<file path="config.mk">
export PLATFORM = sky130hd
export DESIGN_NAME = instr_mem_sync
export DESIGN_NICKNAME = d
export VERILOG_FILES = /design/src/rtl/imem_pkg.sv /design/src/rtl/imem_array.sv /design/src/rtl/instr_mem_sync.sv
export SDC_FILE = /design/constraint.sdc
export NUM_CORES = 2
export LEC_CHECK = 0
export ABC_CLOCK_PERIOD_IN_PS = 8350
export CELL_PAD_IN_SITES_DETAIL_PLACEMENT = 2
export CELL_PAD_IN_SITES_GLOBAL_PLACEMENT = 2
export CORE_ASPECT_RATIO = 0.9
export CORE_MARGIN = 5
export CORE_UTILIZATION = 50
export DETAILED_ROUTE_END_ITERATION = 10
export PLACE_DENSITY = 0.75
export SYNTH_ARGS = -nofsm -noshare
export SYNTH_HDL_FRONTEND = slang
export SYNTH_SLANG_ARGS = --single-unit
</file>
<file path="constraint.sdc">
create_clock -name clk -period 8.35 [get_ports clk]
set_input_delay 2.0875 -clock clk [delete_from_list [all_inputs] [get_ports clk]]
set_output_delay 2.0875 -clock clk [all_outputs]
set_load 0.005 [all_outputs]
</file>
<file path="src/rtl/imem_pkg.sv">
// imem_pkg: shared types, constants and index helper for the clocked instruction memory
package imem_pkg;
    typedef enum logic [1:0] {IDLE, WAIT, RESP} state_e;
    localparam int CNT_W = 4;
    // Byte addresses drop the two low bits; word addresses are used as-is.
    function automatic logic [63:0] word_index(input logic [63:0] addr, input logic byte_addr);
        return byte_addr ? (addr >> 2) : addr;
    endfunction
endpackage

</file>
<file path="src/rtl/imem_array.sv">
// imem_array: DEPTH x DATA_W storage, synchronous write, asynchronous read, range checks
//   clk        clock
//   wr_en_i    write strobe; dropped silently when wr_idx_i is out of range
//   wr_idx_i   write word index
//   wr_data_i  write data
//   rd_idx_i   read word index
//   rd_data_o  read data, zero when out of range
//   rd_inr_o   read index is below DEPTH
module imem_array #(
    parameter int DATA_W = 32,
    parameter int DEPTH  = 128,
    parameter int ADDR_W = 32
) (
    input  logic              clk,
    input  logic              wr_en_i,
    input  logic [ADDR_W-1:0] wr_idx_i,
    input  logic [DATA_W-1:0] wr_data_i,
    input  logic [ADDR_W-1:0] rd_idx_i,
    output logic [DATA_W-1:0] rd_data_o,
    output logic              rd_inr_o
);
    localparam int IW = (DEPTH > 1) ? $clog2(DEPTH) : 1;
    logic [DATA_W-1:0] mem_q [DEPTH];
    logic              wr_inr;
    assign wr_inr    = wr_idx_i < ADDR_W'(DEPTH);
    assign rd_inr_o  = rd_idx_i < ADDR_W'(DEPTH);
    assign rd_data_o = rd_inr_o ? mem_q[rd_idx_i[IW-1:0]] : '0;
    always_ff @(posedge clk) begin
        if (wr_en_i && wr_inr) mem_q[wr_idx_i[IW-1:0]] <= wr_data_i;
    end
endmodule

</file>
<file path="src/rtl/instr_mem_sync.sv">
// instr_mem_sync: clocked instruction memory with req/rsp handshake, wait states and load port
//   clk, rst                   clock, synchronous active-high reset
//   req_valid/req_ready/req_addr   fetch request channel
//   rsp_valid/rsp_ready/rsp_data   fetch response channel
//   rsp_oob                    response came from an index >= DEPTH
//   rsp_misalign               only with IMEM_ALIGN_CHECK_EN: byte address had nonzero low bits
//   wr_en/wr_addr/wr_data      program load port
module instr_mem_sync
    import imem_pkg::*;
#(
    parameter int DATA_W      = 32,
    parameter int DEPTH       = 128,
    parameter int ADDR_W      = 32,
    parameter int WAIT_STATES = 0,
    parameter int BYTE_ADDR   = 1
) (
    input  logic              clk,
    input  logic              rst,
    input  logic              req_valid,
    output logic              req_ready,
    input  logic [ADDR_W-1:0] req_addr,
    output logic              rsp_valid,
    input  logic              rsp_ready,
    output logic [DATA_W-1:0] rsp_data,
    output logic              rsp_oob,
`ifdef IMEM_ALIGN_CHECK_EN
    output logic              rsp_misalign,
`endif
    input  logic              wr_en,
    input  logic [ADDR_W-1:0] wr_addr,
    input  logic [DATA_W-1:0] wr_data
);
    state_e            state_q, state_d, start_st;
    logic [CNT_W-1:0]  cnt_q, cnt_d;
    logic [ADDR_W-1:0] idx_q, req_idx, wr_idx, rd_idx;
    logic [DATA_W-1:0] rsp_data_q, rd_data;
    logic              rsp_oob_q, rd_inr, accept, capture, cap_mis;

    assign req_idx   = ADDR_W'(word_index(64'(req_addr), BYTE_ADDR != 0));
    assign wr_idx    = ADDR_W'(word_index(64'(wr_addr), BYTE_ADDR != 0));
    assign req_ready = (state_q == IDLE) || (state_q == RESP && rsp_ready);
    assign accept    = req_valid && req_ready;
    assign start_st  = (WAIT_STATES == 0) ? RESP : WAIT;
    // Without wait states the capture happens on the accept edge, so read straight from the request.
    assign rd_idx    = (state_q == WAIT) ? idx_q : req_idx;
    assign capture   = (state_q == WAIT && cnt_q == CNT_W'(1)) || (accept && WAIT_STATES == 0);
    assign cnt_d     = accept ? CNT_W'(WAIT_STATES) : (state_q == WAIT) ? cnt_q - CNT_W'(1) : cnt_q;
    assign rsp_valid = state_q == RESP;
    assign rsp_data  = rsp_data_q;
    assign rsp_oob   = rsp_oob_q;

    always_comb begin
        state_d = state_q;
        case (state_q)
            IDLE:    if (accept) state_d = start_st;
            WAIT:    if (cnt_q == CNT_W'(1)) state_d = RESP;
            RESP:    if (rsp_ready) state_d = accept ? start_st : IDLE;
            default: state_d = IDLE;
        endcase
    end

    always_ff @(posedge clk) begin
        if (rst) begin
            state_q    <= IDLE;
            cnt_q      <= '0;
            idx_q      <= '0;
            rsp_data_q <= '0;
            rsp_oob_q  <= 1'b0;
        end else begin
            state_q <= state_d;
            cnt_q   <= cnt_d;
            if (accept) idx_q <= req_idx;
            if (capture) begin
                rsp_data_q <= cap_mis ? '0 : rd_data;
                rsp_oob_q  <= !cap_mis && !rd_inr;
            end
        end
    end

`ifdef IMEM_ALIGN_CHECK_EN
    logic mis_q, rsp_mis_q, req_mis;
    assign req_mis      = (BYTE_ADDR != 0) && (req_addr[1:0] != 2'b00);
    assign cap_mis      = (state_q == WAIT) ? mis_q : req_mis;
    assign rsp_misalign = rsp_mis_q;
    always_ff @(posedge clk) begin
        if (rst) begin
            mis_q     <= 1'b0;
            rsp_mis_q <= 1'b0;
        end else begin
            if (accept) mis_q <= req_mis;
            if (capture) rsp_mis_q <= cap_mis;
        end
    end
`else
    assign cap_mis = 1'b0;
`endif

    imem_array #(.DATA_W(DATA_W), .DEPTH(DEPTH), .ADDR_W(ADDR_W)) u_array (
        .clk       (clk),
        .wr_en_i   (wr_en),
        .wr_idx_i  (wr_idx),
        .wr_data_i (wr_data),
        .rd_idx_i  (rd_idx),
        .rd_data_o (rd_data),
        .rd_inr_o  (rd_inr)
    );
endmodule
</file>
==> flow_metrics.env, run 1 <==
export IMPL_status="aborted with a tool error"
export IMPL_haltStage="detailed placement (3_5_place_dp)"
export IMPL_error="[ERROR DPL-0033] detailed placement checks failed during check placement."
export IMPL_start_util_pct=50.15
export IMPL_synth_edf_count=4096
export IMPL_async_flop_share_pct=0
export IMPL_die_h_um=541.8
export IMPL_die_x_um=600.9
export IMPL_synthesis_area_um2=157100
export IMPL_synth_top_area_share_pct=78.29
export IMPL_yosysSeqAreaShare_pct=78.72
export IMPL_ioPinCount=136
export IMPL_dp_hpwl_um=391100
export IMPL_portBuffers=131
export IMPL_yosysMostFrequentCell="edfxtp_1"
export IMPL_gp_congestion=0.9011
export IMPL_row_count=195
export IMPL_netlist_instances=6906
export IMPL_ys_ff_latch=4130
export IMPL_synth_distinct_cells=59
export IMPL_syn_avg_cell_area_um2=22.75
export IMPL_synth_top_area_cell="edfxtp_1"
export IMPL_synth_main_ff_cell="edfxtp_1"
export IMPL_syn_nets=7007
export IMPL_synthTopCellsByArea="edfxtp_1, mux4_2, a22oi_1"
export IMPL_ys_top_cells_by_count="edfxtp_1, mux4_2, a22oi_1"
export IMPL_ys_warn_count=0
logic make-up after synthesis:
kind of cell    count (synthesis)  share of synthesized area [%]
simple gates                  548                          1.637
compound gates                667                          3.094
flops                        4130                          78.72
mux                          1156                          15.17
buf+inv                       405                          1.374
metrics by stage:
step | cell area [µm²] | setup slack (ns) | std cells
floorplan | 157100 | 3.248 | 6906
global placement | 165300 | 1.470 | 11100
==> inputs of run 2 (changes only) <==
--- a/config.mk
+++ b/config.mk
@@ -6,13 +6,10 @@
 export NUM_CORES = 2
 export LEC_CHECK = 0
 export ABC_CLOCK_PERIOD_IN_PS = 8350
-export CELL_PAD_IN_SITES_DETAIL_PLACEMENT = 2
-export CELL_PAD_IN_SITES_GLOBAL_PLACEMENT = 2
-export CORE_ASPECT_RATIO = 0.9
 export CORE_MARGIN = 5
-export CORE_UTILIZATION = 50
+export CORE_UTILIZATION = 35
 export DETAILED_ROUTE_END_ITERATION = 10
-export PLACE_DENSITY = 0.75
+export PLACE_DENSITY_LB_ADDON = 0.15
 export SYNTH_ARGS = -nofsm -noshare
 export SYNTH_HDL_FRONTEND = slang
 export SYNTH_SLANG_ARGS = --single-unit
==> flow_metrics.env, run 2 <==
export IMPL_status="complete, no violations"
export IMPL_yosysSeqAreaShare_pct=78.72
export IMPL_seqPwrFrac_pct=52.3
export IMPL_power_density_nw_per_um2=239.7
export IMPL_antenna_found_initial=64
export IMPL_synthesis_area_um2=157100
export IMPL_dp_hpwl_um=306600
export IMPL_first_pass_iters=6
export IMPL_internal_power_w=0.03400
export IMPL_startpoint="req_addr[6]"
export IMPL_timing_rr_start="state_q[1]"
export IMPL_layout_common_cells="edfxtp_1, mux4_2, clkbuf_16, buf_4, a22oi_1"
export IMPL_die_h_um=680.0
export IMPL_synthTopCellsByArea="edfxtp_1, mux4_2, a22oi_1"
export IMPL_worst_slew_pin_transition_ns=1.376
export IMPL_crit_path_end_kind="flop"
export IMPL_clk_pin_slew_ns=0.06
export IMPL_drive_gt1_share_pct=27.99
export IMPL_fin_skew_ns=0.09268
export IMPL_worstSetupPathType="in -> reg"
export IMPL_ys_top_cells_by_count="edfxtp_1, mux4_2, a22oi_1"
export IMPL_coreArea_um2=448200
export IMPL_clock_latency_ns=1.04
export IMPL_cp_data_required_time_ns=9.30
export IMPL_antenna_left=0
export IMPL_vdd_drop_max_v=0.0001885
export IMPL_drt_total_wl_um=500500
export IMPL_ioPinCount=136
export IMPL_synth_top_area_share_pct=78.29
export IMPL_cts_buffers=441
export IMPL_finalCriticalPeriod_ns=5.456
export IMPL_max_freq_mhz=183.3
export IMPL_htree_levels=5
export IMPL_start_kind="primary input"
export IMPL_synth_distinct_cells=59
export IMPL_via_per_inst=5.598
export IMPL_cts_hold_buf=0
export IMPL_rsz0062_at_grt="no"
export IMPL_timing_critical_path_slowest_stage_cell="nor2_1"
export IMPL_ys_warn_count=0
export IMPL_ys_ff_latch=4130
export IMPL_cts_tree="done"
export IMPL_fin_setup_tns_ns=0
export IMPL_critPathMaxStageDelay_ns=1.07
export IMPL_instances_no_fill=13770
export IMPL_grt_ovfl_total=0
export IMPL_post_cts_resized=0
export IMPL_power_leakage_nw=55.44
export IMPL_grt_max_degree=100
export IMPL_syn_nets=7007
export IMPL_portBuffers=131
export IMPL_cts_sinks=4130
export IMPL_gr_usage_all_layers_pct=21.22
export IMPL_drv_slew=0
export IMPL_pwr_share_comb_pct=4.7
export IMPL_finalSetupViolCount=0
export IMPL_layout_commonest_cell="edfxtp_1"
export IMPL_synth_top_area_cell="edfxtp_1"
export IMPL_cp_data_arrival_time_ns=6.40
export IMPL_drc=0
export IMPL_rrSetupSlack_ns=4.66
export IMPL_final_hold_violation_count=0
export IMPL_nets=7554
export IMPL_path_delay_family="simple AND/OR/NAND/NOR gates"
export IMPL_async_flop_share_pct=0
export IMPL_area_growth_pct=15.62
export IMPL_cp_num_buf_inv=3
export IMPL_hold_class="reg -> reg"
export IMPL_gp_congestion=0.8896
export IMPL_crit_cells=8
export IMPL_syn_avg_cell_area_um2=22.75
export IMPL_yosysMostFrequentCell="edfxtp_1"
export IMPL_cp_max_fo=16
export IMPL_grt_pass1_vias=78180
export IMPL_grt_first_pass_wirelength_um=678800
export IMPL_vias=77100
export IMPL_dp_cells=12960
export IMPL_worst_r2r_path_depth=7
export IMPL_maxCapViolCount=0
export IMPL_start_util_pct=35.06
export IMPL_p_sw_w=0.009542
export IMPL_worstPathCellList="buf_2, buf_4, nor2_1, nand3_1, buf_4, a21oi_1, a311oi_1, a211oi_1"
export IMPL_crit_path_frequent_cell="buf_4"
export IMPL_relSlewSlack_pct=7.936
export IMPL_die_x_um=680.0
export IMPL_cts_setup_buffers=0
export IMPL_synth_edf_count=4096
export IMPL_netlist_instances=6906
export IMPL_die_area_um2=462400
export IMPL_wl_per_cell_um=36.34
export IMPL_fillers=39490
export IMPL_r2r_end="rsp_data[22]"
export IMPL_largest_reg_flops=4096
export IMPL_finish_utilization_pct=40.53
export IMPL_clockBufferDepth=4
export IMPL_drt_iter0_drc=9252
export IMPL_synth_main_ff_cell="edfxtp_1"
export IMPL_pwr_share_clk_pct=42.9
export IMPL_cts_root_buf="clkbuf_16"
export IMPL_row_count=246
export IMPL_fin_crit_sh_pct=65.34
export IMPL_critPathCapture="rsp_data[3]"
export IMPL_swShare_pct=21.92
## run 2: cell families after synthesis
group           Yosys count  share of synthesized area [%]
buf+inv                 405                          1.374
mux                    1156                          15.17
flops                  4130                          78.72
compound gates          667                          3.094
simple gates            548                          1.637
## run 2: how the worst min path moves through the flow
stage	endpoint	depth (start not counted)	startpoint
final	rsp_oob	2	rsp_oob
after global routing	rsp_oob	2	rsp_oob
after CTS	rsp_oob	2	rsp_oob
after detailed placement	rsp_oob	2	rsp_oob
after global placement	rsp_oob	2	rsp_oob
after floorplan	rsp_oob	2	rsp_oob
## run 2: worst reg2reg max path: cells and delay by family, from the launching register on
kind	cells	cell delay (ns)
AO/OA/AOI/OAI	1	1.30
buffers and inverters	1	0.30
flip-flops	1	0.31
AND/OR/NAND/NOR	5	1.71
## run 2: stage by stage
| step | instance area (µm²) | total power (W) | worst slack (ns) | hold WS, ns |
|---|---|---|---|---|
| after floorplan | 157100 | 0.02419 | 3.248 | 0.4988 |
| after global placement | 167900 | 0.02529 | 1.729 | 0.5208 |
| after detailed placement | 167900 | 0.02532 | 1.783 | 0.5268 |
| after CTS | 181600 | 0.04396 | 2.876 | 0.5409 |
| after global routing | 181600 | 0.04487 | 2.871 | 0.5941 |
| final | 181600 | 0.04354 | 2.894 | 0.5249 |
## run 2: power groups by stage
stage	combinational [W]	sequential [W]	clock, W
floorplan	0.000966	0.0232	0
global placement	0.00207	0.0232	0
detailed placement	0.00210	0.0232	0
CTS	0.00210	0.0228	0.0191
global route	0.00216	0.0228	0.0199
finish	0.00206	0.0228	0.0187
## run 2: layout make-up
class	instances	area [µm²]	area share, %
Clock buffer	566	11690	6.434
Antenna cell	24	60.06	0.03306
Clock inverter	221	1977	1.088
Timing Repair Buffer	501	4375	2.409
Multi-Input combinational cell	2371	32390	17.83
Sequential cell	4130	123700	68.09
Inverter	8	35.03	0.01929
Tap cell	5952	7447	4.100
## run 2: per-layer routing
| layer | routed length, µm | GRT usage, % | vias up |
|---|---|---|---|
| li1 | - | - | 30900 |
| met1 | 209700 | 29.63 | 42630 |
| met2 | 237900 | 34.04 | 2914 |
| met3 | 34100 | 3.390 | 641 |
| met4 | 18740 | 7.172 | 12 |
| met5 | 75 | 0 | - |
Power figures use the tool's default switching activity.
